===== config.mk =====
export PLATFORM = sky130hd
export DESIGN_NAME = alu_issue_flat
export DESIGN_NICKNAME = d
export VERILOG_FILES = /design/src/rtl/alu_issue_if.sv /design/src/rtl/alu_issue.sv /design/src/flat_wrapper.sv
export SDC_FILE = /design/constraint.sdc
export NUM_CORES = 1
export LEC_CHECK = 0
export BUFFER_PORTS_ARGS = -buffer_cell sky130_fd_sc_hd__buf_2
export CORE_MARGIN = 5
export CORE_UTILIZATION = 47
export DETAILED_ROUTE_END_ITERATION = 8
export PLACE_DENSITY = 0.77
export SLEW_MARGIN = 10
export SYNTH_ARGS = -nofsm -noshare
export SYNTH_HDL_FRONTEND = slang
export SYNTH_SLANG_ARGS = --single-unit

===== constraint.sdc =====
create_clock -name clk -period 1.95 [get_ports clk]
set_clock_uncertainty 0.2 [all_clocks]
set_input_delay 0.39 -clock clk [delete_from_list [all_inputs] [get_ports clk]]
set_output_delay 0.39 -clock clk [all_outputs]
set_load 0.01 [all_outputs]

===== src/rtl/alu_issue_if.sv =====
// Decode-to-ALU issue bus: the input instruction fields with their valid/ready
// handshake, and the ALU command with its own valid/ready handshake.
interface alu_issue_if #(parameter int XLEN = 32);
    logic            in_valid;
    logic            in_ready;
    logic [6:0]      opcode;
    logic [2:0]      funct3;
    logic            funct7_5;
    logic [XLEN-1:0] rs1_data;
    logic [XLEN-1:0] rs2_data;
    logic [XLEN-1:0] imm;
    logic [XLEN-1:0] pc;
    logic            out_valid;
    logic            out_ready;
    logic [XLEN-1:0] operand_a;
    logic [XLEN-1:0] operand_b;
    logic [3:0]      alu_control;
    logic            illegal;

    // Upstream/downstream agent view (decode + execute side)
    modport master (
        output in_valid, opcode, funct3, funct7_5, rs1_data, rs2_data, imm, pc, out_ready,
        input  in_ready, out_valid, operand_a, operand_b, alu_control, illegal
    );

    // Issue stage view
    modport slave (
        input  in_valid, opcode, funct3, funct7_5, rs1_data, rs2_data, imm, pc, out_ready,
        output in_ready, out_valid, operand_a, operand_b, alu_control, illegal
    );
endinterface


===== src/rtl/alu_issue.sv =====
// RV32I issue stage: decodes instruction fields into an ALU command and holds
// it in a main output register backed by a one-entry skid register.
module alu_issue #(
    parameter int          XLEN        = 32,
    parameter int unsigned LINK_OFFSET = 4
) (
    input  logic        clk,
    input  logic        rst_n,
    input  logic        flush,
    alu_issue_if.slave  bus
);
    localparam logic [3:0] ALU_ADD  = 4'b0000;
    localparam logic [3:0] ALU_SUB  = 4'b0001;
    localparam logic [3:0] ALU_AND  = 4'b0010;
    localparam logic [3:0] ALU_OR   = 4'b0011;
    localparam logic [3:0] ALU_XOR  = 4'b0100;
    localparam logic [3:0] ALU_SLT  = 4'b0101;
    localparam logic [3:0] ALU_SLTU = 4'b0110;
    localparam logic [3:0] ALU_SLL  = 4'b0111;
    localparam logic [3:0] ALU_SRL  = 4'b1000;
    localparam logic [3:0] ALU_SRA  = 4'b1001;
    localparam logic [3:0] ALU_JALR = 4'b1010;

    localparam logic [6:0] OPC_OP     = 7'b0110011;
    localparam logic [6:0] OPC_OPIMM  = 7'b0010011;
    localparam logic [6:0] OPC_LOAD   = 7'b0000011;
    localparam logic [6:0] OPC_STORE  = 7'b0100011;
    localparam logic [6:0] OPC_LUI    = 7'b0110111;
    localparam logic [6:0] OPC_AUIPC  = 7'b0010111;
    localparam logic [6:0] OPC_JAL    = 7'b1101111;
    localparam logic [6:0] OPC_JALR   = 7'b1100111;
    localparam logic [6:0] OPC_BRANCH = 7'b1100011;

    typedef struct packed {
        logic [XLEN-1:0] a;
        logic [XLEN-1:0] b;
        logic [3:0]      ctrl;
        logic            illegal;
    } cmd_t;

    cmd_t dec, main_q, skid_q;
    logic main_valid, skid_valid;
    logic accept, drain;

    // Shared funct3 map for OP / OP-IMM; alt selects SUB on 000 and SRA on 101
    function automatic logic [3:0] f3_map(input logic [2:0] f3, input logic alt);
        case (f3)
            3'b000:  f3_map = alt ? ALU_SUB : ALU_ADD;
            3'b001:  f3_map = ALU_SLL;
            3'b010:  f3_map = ALU_SLT;
            3'b011:  f3_map = ALU_SLTU;
            3'b100:  f3_map = ALU_XOR;
            3'b101:  f3_map = alt ? ALU_SRA : ALU_SRL;
            3'b110:  f3_map = ALU_OR;
            default: f3_map = ALU_AND;
        endcase
    endfunction

    // Combinational decode of the presented instruction
    always_comb begin
        dec = '0;
        case (bus.opcode)
            OPC_OP: begin
                dec.a    = bus.rs1_data;
                dec.b    = bus.rs2_data;
                dec.ctrl = f3_map(bus.funct3, bus.funct7_5);
            end
            OPC_OPIMM: begin
                // ADDI has no SUB form, so funct7_5 only matters on shifts-right
                dec.a    = bus.rs1_data;
                dec.b    = bus.imm;
                dec.ctrl = f3_map(bus.funct3, (bus.funct3 == 3'b101) && bus.funct7_5);
            end
            OPC_LOAD, OPC_STORE: begin
                dec.a = bus.rs1_data;
                dec.b = bus.imm;
            end
            OPC_LUI: begin
                dec.b = bus.imm;
            end
            OPC_AUIPC: begin
                dec.a = bus.pc;
                dec.b = bus.imm;
            end
            OPC_JAL: begin
                dec.a = bus.pc;
                dec.b = XLEN'(LINK_OFFSET);
            end
            OPC_JALR: begin
                dec.a    = bus.rs1_data;
                dec.b    = bus.imm;
                dec.ctrl = ALU_JALR;
            end
            OPC_BRANCH: begin
                // funct3 010/011 are unassigned branch encodings: treated as illegal
                if (bus.funct3[2:1] == 2'b01) begin
                    dec.illegal = 1'b1;
                end else begin
                    dec.a    = bus.rs1_data;
                    dec.b    = bus.rs2_data;
                    dec.ctrl = (bus.funct3[2:1] == 2'b00) ? ALU_SUB :
                               (bus.funct3[2:1] == 2'b10) ? ALU_SLT : ALU_SLTU;
                end
            end
            default: dec.illegal = 1'b1;
        endcase
    end

    // in_ready is a pure function of the skid flop, so it is registered
    assign bus.in_ready = !skid_valid;
    assign accept       = bus.in_valid && !skid_valid;
    assign drain        = main_valid && bus.out_ready;

    // Main/skid storage; skid only fills while main is stalled
    always_ff @(posedge clk or negedge rst_n) begin
        if (!rst_n) begin
            main_valid <= 1'b0;
            skid_valid <= 1'b0;
            main_q     <= '0;
            skid_q     <= '0;
        end else if (flush) begin
            main_valid <= 1'b0;
            skid_valid <= 1'b0;
        end else if (skid_valid) begin
            // in_ready is low here, so no accept can coincide with this drain
            if (drain) begin
                main_q     <= skid_q;
                skid_valid <= 1'b0;
            end
        end else if (accept) begin
            if (!main_valid || drain) begin
                main_q     <= dec;
                main_valid <= 1'b1;
            end else begin
                skid_q     <= dec;
                skid_valid <= 1'b1;
            end
        end else if (drain) begin
            main_valid <= 1'b0;
        end
    end

    assign bus.out_valid   = main_valid;
    assign bus.operand_a   = main_q.a;
    assign bus.operand_b   = main_q.b;
    assign bus.alu_control = main_q.ctrl;
    assign bus.illegal     = main_q.illegal;
endmodule

===== src/flat_wrapper.sv =====
// flat-port wrapper written by rule: the top's interface ports become plain ports
module alu_issue_flat 
#(
    parameter int          XLEN        = 32,
    parameter int unsigned LINK_OFFSET = 4
)
  (clk, rst_n, flush, bus_in_valid, bus_opcode, bus_funct3, bus_funct7_5, bus_rs1_data, bus_rs2_data, bus_imm, bus_pc, bus_out_ready, bus_in_ready, bus_out_valid, bus_operand_a, bus_operand_b, bus_alu_control, bus_illegal);
  alu_issue_if #(.XLEN(XLEN)) bus_i ();
  input  logic clk;
  input  logic rst_n;
  input  logic flush;
  input wire logic [$bits(bus_i.in_valid)-1:0] bus_in_valid;
  input wire logic [$bits(bus_i.opcode)-1:0] bus_opcode;
  input wire logic [$bits(bus_i.funct3)-1:0] bus_funct3;
  input wire logic [$bits(bus_i.funct7_5)-1:0] bus_funct7_5;
  input wire logic [$bits(bus_i.rs1_data)-1:0] bus_rs1_data;
  input wire logic [$bits(bus_i.rs2_data)-1:0] bus_rs2_data;
  input wire logic [$bits(bus_i.imm)-1:0] bus_imm;
  input wire logic [$bits(bus_i.pc)-1:0] bus_pc;
  input wire logic [$bits(bus_i.out_ready)-1:0] bus_out_ready;
  output wire logic [$bits(bus_i.in_ready)-1:0] bus_in_ready;
  output wire logic [$bits(bus_i.out_valid)-1:0] bus_out_valid;
  output wire logic [$bits(bus_i.operand_a)-1:0] bus_operand_a;
  output wire logic [$bits(bus_i.operand_b)-1:0] bus_operand_b;
  output wire logic [$bits(bus_i.alu_control)-1:0] bus_alu_control;
  output wire logic [$bits(bus_i.illegal)-1:0] bus_illegal;
  assign bus_i.in_valid = bus_in_valid;
  assign bus_i.opcode = bus_opcode;
  assign bus_i.funct3 = bus_funct3;
  assign bus_i.funct7_5 = bus_funct7_5;
  assign bus_i.rs1_data = bus_rs1_data;
  assign bus_i.rs2_data = bus_rs2_data;
  assign bus_i.imm = bus_imm;
  assign bus_i.pc = bus_pc;
  assign bus_i.out_ready = bus_out_ready;
  assign bus_in_ready = bus_i.in_ready;
  assign bus_out_valid = bus_i.out_valid;
  assign bus_operand_a = bus_i.operand_a;
  assign bus_operand_b = bus_i.operand_b;
  assign bus_alu_control = bus_i.alu_control;
  assign bus_illegal = bus_i.illegal;
  alu_issue #(.XLEN(XLEN), .LINK_OFFSET(LINK_OFFSET)) u_core (.clk(clk), .rst_n(rst_n), .flush(flush), .bus(bus_i));
endmodule

* Yosys cells after proc, flatten, opt, wreduce, memory -nomap -nowiden
Index checks and enable logic that the tools add are counted.
** Cells by class
- Eq/ne operators :: 20
- Multiplexer cells :: 28
- Reduce and logical (&&, ||, !) cells :: 18
- Bitwise logic cells :: 3
** Operator list (count)
- 2-to-1 mux 69 bit :: 4
- one-hot mux 32 bit (4 select lines) :: 1
- one-hot mux 32 bit (3 select lines) :: 1
- 2-to-1 mux 68 bit :: 1
- one-hot mux 4 bit (7 select lines) :: 2
- equality test 7 x 6 -> 1 bit (second input constant) :: 3
- equality test 7 bit (second input constant) :: 3
- one-hot mux 4 bit (4 select lines) :: 1
- 2-to-1 mux 1 bit :: 15
- equality test 7 x 5 -> 1 bit (second input constant) :: 2
- equality test 3 bit (second input constant) :: 3
- AND reduction 4 bit :: 2
- OR reduction 8 bit :: 1
- equality test 7 x 2 -> 1 bit (second input constant) :: 1
- equality test 3 x 2 -> 1 bit (second input constant) :: 2
- OR reduction 6 bit :: 1
- OR reduction 5 bit :: 1
- 2-to-1 mux 4 bit :: 1
- != test 2 bit (second input constant) :: 2
- nonzero test 2 bit :: 2
- equality test 3 x 1 -> 1 bit (second input constant) :: 1
- logical AND 1 bit :: 3
- logical NOT 3 bit :: 1
- != test 3 bit (second input constant) :: 1
- other kinds (11) :: 14
** Word-level totals
- Bits in registers :: 140
- Logic and storage cells :: 79
- Output and inout bits :: 71
- Input bits :: 144

* Longest topological paths before layout
Gate-level depths: netlist of run 1.
- Depth after elaboration :: 8
- Mapped depth :: 7
- Mapped depth without buffers :: 4

* Worst setup path after synthesis of run 1
Ideal clock, no wire load.
- Path type :: input -> register
- Start point :: in bus_opcode[6]
- End point :: reg u_core.main_q, in the netlist u_core.bus.operand_a[6]
- Data required time :: 1.656 ns
- Buffers on the path :: 2
- Library setup time :: 0.094 ns
- Stages :: 6
- Arrival :: 1.875 ns
- Slack :: -0.220 ns
- Cells stage by stage :: buf_6 -> or4b_4 -> a211oi_4 -> buf_6 -> a32oi_1 -> a221oi_2
** On the way
- Longest elaborated chain between the ends :: 6
- Elaborated cells between the ends (all ways) :: 14
- Those cells by class :: eq/ne: 8; mux: 4; reduce/logical: 2
** RTL lines
- start, declared :: line flat_wrapper.sv:13 : input wire logic [$bits(bus_i.opcode)-1:0] bus_opcode;
- equality test 7 x 6 -> 1 bit, or another cell as far along :: line alu_issue.sv:62 : case (bus.opcode)
- OR reduction 5 bit (no source line) or OR reduction 2 bit (tied branches)
- one-hot mux 32 bit (3 select lines) (*) :: line alu_issue.sv:62
- 2-to-1 mux 69 bit (*) :: line alu_issue.sv:131 : if (!main_valid || drain) begin
- 2-to-1 mux 69 bit (*) :: line alu_issue.sv:130 : end else if (accept) begin
- 2-to-1 mux 69 bit (*) :: line alu_issue.sv:124 : end else if (skid_valid) begin
- end signal, assigned :: line alu_issue.sv:127 : main_q <= skid_q;
- end, declared :: line alu_issue.sv:41 : cmd_t dec, main_q, skid_q;
Mark *: on every way between the ends. The rest lies on a longest branch, timed or not. The select of a mux whose other input is x is not followed.
A chain may end at the register's enable or synchronous reset.

* Worst setup path in the final report of run 1
- Start point :: in bus_opcode[5]
- End point :: reg u_core.main_q, in the netlist u_core.bus.operand_a[17]
Same word-level chain as after synthesis.

==> reports/qor.yml, run 1 <==
sta:
  report.final.slew_viol_count: 0
  hold_viol: 0
  min_period_ps: 1927
  setup_tns_ps: 0
  relSlewSlack_pct: 66.66
  tightest_slew_ps: 493.9
  setup_viol: 0
  hold_ws_ps: 59.19
  grt_setup_unrepaired: "yes"
  timing.final.crit_share_pct: 98.80
  timing.fmax_mhz: 519.0
worst_setup_path:
  path_max_fanout: 16
  r2r_setup_slack_ps: 30
  path_class: "primary input to flop"
  cp-end-kind: "flop"
  cp.required_ps: 2070
  setup.worst_path.start_class: "primary input"
  crit_arrival_ps: 2050
hold_path:
  hold_path_class: "primary input to flop"
clock_network:
  cts_tree: "done"
  numCtsBuffers: 17
  clock_path_buffers: 2
  clk_pin_slew_ps: 60
  ctsRootBufferMaster: "clkbuf_16"
  clock_latency_ps: 420
  numClockSinks: 140
  htree_levels: 4
pwr:
  vdd_drop_max_uv: 629.5
  p_per_area_mw_per_mm2: 988.2
  p_leak_uw: 0.004248
floorplanning:
  boundaryPins: 215
  coreArea_mm2: 0.01459
  die_area_mm2: 0.01753
  row_count: 44
  die_x_um: 132.4
  die_h_um: 132.4
  initial_utilization_pct: 48.27
final_layout:
  nNetsFinal: 1084
  drive_gt1_share_pct: 39.45
  area_growth_pct: 39.53
  fin_util_pct: 67.35
routing:
  first_pass_iters: 5
  totalWireLength_um: 22470
  drtIter0Drc: 487
  wire_per_inst_um: 19.73
  viasPerCell: 5.885
  drtAntennaViolNets: 0
  remaining_drc_errors: 0
  vias: 6703
yosys:
  yosysTopAreaCellShare_pct: 49.75
  synth.most_common_cell: "dfrtp_1"
  synth_common_cells: "dfrtp_1 (140), nor2_1 (132), a31oi_1 (66)"
  synth_warnings: 0
  seq_area_frac_synth_pct: 49.75
  yosysTopAreaCell: "dfrtp_1"
  synth_edf_count: 0
  avgSynthCellArea_um2: 9.946
  synth_nets: 852
  async_flop_share_pct: 100.0
  ys_ff_latch: 140
  synth_area_leaders: "dfrtp_1 (50%), nor2_1 (7.0%), a221oi_2 (6.4%)"
  synthFlopType: "dfrtp_1"
  syn_inst: 708
  ys_types: 43
  syn_area_mm2: 0.007042
global_routing:
  grt_max_degree: 57
  antenna_found_initial: 3
  grt_pass1_wl_um: 34930
  grt_pass1_vias: 6890
  grtUsageTotal_pct: 24.28
  gr-total-overflow: 0
outcome:
  run_status: "finished, final reports clean"
job:
  max_cap_viol_count: 0
place:
  place_congestion: 0.8354
  dpl.hpwl_um: 14460
  io_buffers: 214
==> through the flow <==
stage / area (um^2) / instances / setup slack [ps] / total power [uW]
floorplan: 7211 / 708 / -148.7 / 5195
global placement: 8845 / 1088 / -293.0 / 6080
detailed placement: 8845 / 1088 / -376.8 / 6135
CTS: 9575 / 1125 / -1.049 / 9683
global route: 9826 / 1139 / -39.14 / 10190
finish: 9826 / 1139 / 23.37 / 9710
==> area by class of cell <==
type / count / area [um^2]
Fill cell: 1136 / 4763
Sequential cell: 140 / 3503
Multi-Input combinational cell: 490 / 3398
Timing Repair Buffer: 284 / 2022
Clock buffer: 26 / 509.2
Tap cell: 184 / 230.2
Clock inverter: 6 / 130.1
Inverter: 7 / 27.53
Antenna cell: 2 / 5.005
==> registers in the layout, indices dropped and copies added (netlist names) <==
signal,flops
u_core.bus.operand_b,32
u_core.bus.operand_a,32
u_core.bus.alu_control,4
u_core.skid_q,69
u_core.bus.out_valid,1
u_core.skid_valid,1
u_core.bus.illegal,1
==> worst max-delay path: stages <==
cell and delay [ps]:
buf_2 110, or4b_4 540, a211oi_4 230, buf_4 180
clkbuf_16 210, a32oi_2 90, a221oi_2 280
==> logic make-up (layout without fill, tap and decap cells) <==
logic type,Yosys count,count (layout),share of synthesized area [%]
AOI/OAI and AO/OA,190,190,21.64
other,0,2,0
and+or+nand+nor,266,266,18.23
DFF,140,140,49.75
muxes,34,34,4.833
buffers and inverters,78,323,5.544
==> report_power, final <==
part           total (uW)  internal (uW)  switching [uW]
registers            3960           3590             363
logic                2260           1090            1180
clock network        3490           2310            1180
==> per-layer routing <==
layer,vias up,part of all wire (%),track usage [%],routed length [um]
met5,-,0.058,0,13
met3,23,8.2,7.252,1837
met2,319,49,39.08,10950
met1,3235,42,31.74,9408
met4,2,1.2,7.296,267
li1,3124,-,-,-
==> path summary, 6_finish.rpt <==
check / start / end / cells past startpoint
setup / recovery: bus_opcode[5] / u_core.bus.operand_a[17] / 7
hold / removal: flush / u_core.skid_valid / 2
setup reg to reg: u_core.skid_valid / u_core.bus.operand_b[2] / 7
hold reg to reg: u_core.skid_q[4] / u_core.skid_q[4] / 2
max in group asynchronous: rst_n / u_core.skid_q[57] / 3
min in group asynchronous: rst_n / u_core.bus.operand_b[20] / 2
==> placed cells by master, fill, tap and decap left out, types with 2 or more instances in the layout <==
master and count:
buf_2 213, dfrtp_1 140, nor2_1 131, a31oi_1 66, nand2b_1 36, a21oi_1 35, nand3_1 35, buf_4 35
mux2i_1 34, nand4_1 32, a221oi_2 31, clkbuf_16 23, a32oi_2 20, buf_12 19, a32oi_1 12, nand2_1 10
o21ai_0 9, inv_1 6, buf_6 6, clkbuf_8 5, o221ai_1 4, bufinv_16 4, clkbuf_1 4, clkinv_2 3
diode_2 2, nand3b_1 2, nor3_1 2, nor2b_1 2, dlygate4sd3_1 2
==> what timing repair did <==
action	CTS	global route
hold endpoints to repair	141	0
cloned	1	8
endpoints found under the setup margin	2	103
setup buffers	2	4
pin swaps	0	2
hold buffers	2	0
gates resized for setup	6	5
Power figures use the tool's default switching activity.
==> run 2, diff against run 1 <==
- CORE_ASPECT_RATIO: unset -> 1.4
- CORE_UTILIZATION: 47 -> 46
- PLACE_DENSITY: 0.77 -> 0.76
- SLEW_MARGIN: 10 -> 40
==> run 2 against run 1 <==
Against the previous run: global-route usage shrank 0.24 points; cell count grew 0.61%; register-to-register slack gained 40 ps; cell area shrank 0.41%; critical path depth is the same; setup slack lost 10 ps; sequential power is essentially flat; flip-flop and latch count is the same; die area grew 2.2%; highest routed layer unchanged.
==> reports/qor.yml, run 2 (synthesis results as in run 1) <==
outcome:
  run_status: "finished, final reports clean"  # unchanged
routing:
  wire_per_inst_um: 19.25  # was 19.73 um
  totalWireLength_um: 22060  # was 22,470 um
  remaining_drc_errors: 0  # unchanged
  drtIter0Drc: 425  # was 487
  first_pass_iters: 5  # unchanged
  vias: 6713  # was 6,703
  drtAntennaViolNets: 0  # unchanged
  viasPerCell: 5.858  # was 5.885
pwr:
  switchingPower_uw: 2863  # was 2720 uW
  p_leak_uw: 0.004218  # was 0.004248 uW
  p_comb_share_pct: 23.3  # about the same
  intPower_uw: 6727  # was 6990 uW
  seqPwrFrac_pct: 41.3  # was 40.7%
  p_per_area_mw_per_mm2: 980.0  # was 988.2 mW/mm^2
  p_clk_share_pct: 35.4  # was 35.9%
  p_sw_share_pct: 29.85  # was 28.01%
  vdd_drop_max_uv: 607.6  # was 629.5 uV
worst_setup_path:
  crit_arrival_ps: 2050  # about the same
  reg2reg_to: "u_core.bus.alu_control[0]"  # was u_core.bus.operand_b[2]
  max_stage_delay_ps: 560  # was 540 ps
  crit_start: "bus_opcode[5]"  # unchanged
  path_class: "primary input to flop"  # unchanged
  r2r_setup_slack_ps: 70  # was 30 ps
  critPathTopFamily: "compound AO/OA/AOI/OAI gates"  # unchanged
  path_max_fanout: 16  # unchanged
  endpoint: "u_core.bus.operand_a[1]"  # was u_core.bus.operand_a[17]
  r2r_cells: 6  # was 7
  setup.worst_path.start_class: "primary input"  # unchanged
  cp.required_ps: 2070  # about the same
  cp-end-kind: "flop"  # unchanged
  path_cells: "buf_2 > or4b_4 > a211oi_4 > buf_4 > buf_12 > a32oi_1 > a221oi_2"  # was buf_2 > or4b_4 > a211oi_4 > buf_4 > clkbuf_16 > a32oi_2 > a221oi_2
  crit_slowest_cell: "or4b_4"  # unchanged
  cp.depth: 7  # unchanged
  timing.rr.start: "u_core.skid_valid"  # unchanged
  cp_num_buf_inv: 3  # unchanged
floorplanning:
  row_count: 53  # was 44
  boundaryPins: 215  # unchanged
  coreArea_mm2: 0.01505  # was 0.01459 mm^2
  die_h_um: 156.4  # was 132.4 um
  die_area_mm2: 0.01792  # was 0.01753 mm^2
  initial_utilization_pct: 46.78  # was 48.27%
  die_x_um: 114.6  # was 132.4 um
place:
  place_congestion: 0.8268  # was 0.8354
  io_buffers: 214  # unchanged
  dpl.hpwl_um: 14710  # was 14,460 um
  pre_cts_slack_ps: -402.5  # was -376.8 ps
final_layout:
  diodes: 0  # was 2
  largest_reg_flops: 69  # unchanged
  area_growth_pct: 38.97  # was 39.53%
  drive_gt1_share_pct: 40.36  # was 39.45%
  regMostFlops: "u_core.skid_q"  # unchanged
  final_cell_mix: "buf_2 (213), dfrtp_1 (139), nor2_1 (131)"  # was buf_2 (213), dfrtp_1 (140), nor2_1 (131)
  final_common_cell: "buf_2"  # unchanged
  nNetsFinal: 1085  # was 1,084
sta:
  min_period_ps: 1937  # was 1927 ps
  setup_tns_ps: 0  # unchanged
  timing.final.crit_share_pct: 99.33  # was 98.80%
  grt_setup_unrepaired: "yes"  # unchanged
  hold_ws_ps: 61.42  # was 59.19 ps
  worst_slack_ps: 12.98  # was 23.37 ps
  setup_viol: 0  # unchanged
  report.final.slew_viol_count: 0  # unchanged
  timing.fmax_mhz: 516.3  # was 519.0 MHz
  tightest_slew_ps: 350.8  # was 493.9 ps
  relSlewSlack_pct: 76.31  # was 66.66%
  hold_viol: 0  # unchanged
clock_network:
  htree_levels: 4  # unchanged
  clock_path_buffers: 2  # unchanged
  clk_pin_slew_ps: 60  # about the same
  ctsRootBufferMaster: "clkbuf_16"  # unchanged
  numCtsBuffers: 17  # unchanged
  cts_tree: "done"  # unchanged
  numClockSinks: 140  # unchanged
  clock_latency_ps: 410  # was 420 ps
global_routing:
  grt_pass1_wl_um: 34370  # was 34,930 um
  antenna_found_initial: 1  # was 3
  grtUsageTotal_pct: 24.03  # was 24.28%
  gr-total-overflow: 0  # unchanged
  grt_max_degree: 47  # was 57
  grt_pass1_vias: 6903  # was 6,890
job:
  max_cap_viol_count: 0  # unchanged
hold_path:
  hold_path_class: "primary input to flop"  # unchanged
==> run 2: metrics by stage <==
| step | instances | util [%] | total power [uW] | area, um^2 |
|---|---|---|---|---|
| 6_report | 1146 | 65.01 | 9590 | 9786 |
| 3_3_place_gp | 1105 | 59.44 | 6114 | 8947 |
| 5_1_grt | 1146 | 65.01 | 10070 | 9786 |
| 4_1_cts | 1142 | 64.34 | 9654 | 9686 |
| 3_5_place_dp | 1105 | 59.44 | 6184 | 8947 |
| 2_1_floorplan | 708 | - | 5195 | 7211 |
==> run 2: layout make-up <==
| class | count | area (um^2) |
|---|---|---|
| sequential | 140 | 3505 |
| clock inverter | 14 | 180.2 |
| fill | 1184 | 5268 |
| clock buffer | 18 | 439.2 |
| inverter | 7 | 31.28 |
| timing repair buffer | 285 | 1974 |
| multi-input combinational | 490 | 3416 |
| tap | 192 | 240.2 |
==> run 2: worst register-to-register path: stages (launching register included) <==
cell and delay [ps]:
dfrtp_2 440, nand2b_4 160, a221oi_4 250, buf_12 160, buf_8 190, nand2_1 150, o221ai_1 220
==> run 2: worst min path at each step <==
stage,end,from,cells past startpoint,slack [ps]
6_report,u_core.skid_q[18],bus_imm[13],3,60
4_1_cts,u_core.bus.out_valid,flush,2,30
5_1_grt,u_core.bus.out_valid,flush,2,50
3_3_place_gp,u_core.bus.operand_b[26],rst_n,1,100
3_5_place_dp,u_core.bus.operand_b[26],rst_n,1,110
2_1_floorplan,u_core.bus.alu_control[0],rst_n,0,-110
==> run 2: metal layers <==
layer  GRT usage, %  part of all wire [%]
met2          41.47                    52
met4          10.87                   2.4
met5              0                 0.059
met1          29.07                    39
met3          4.294                   6.3
==> run 2: power groups by stage <==
| stage | Clock, uW | Combinational, uW | Sequential, uW |
|---|---|---|---|
| floorplan | 0 | 1120 | 4070 |
| global placement | 0 | 2140 | 3970 |
| detailed placement | 0 | 2190 | 3990 |
| CTS | 3460 | 2240 | 3950 |
| global route | 3560 | 2460 | 4040 |
| finish | 3390 | 2240 | 3960 |
==> run 2: what timing repair did <==
action | CTS | global route
endpoints found under the setup margin | 44 | 90
pin swaps | 0 | 3
hold buffers | 1 | 0
cloned | 1 | 3
buffers inserted | 3 | 2
gates resized for setup | 10 | 9
endpoints found under the hold margin | 39 | 0
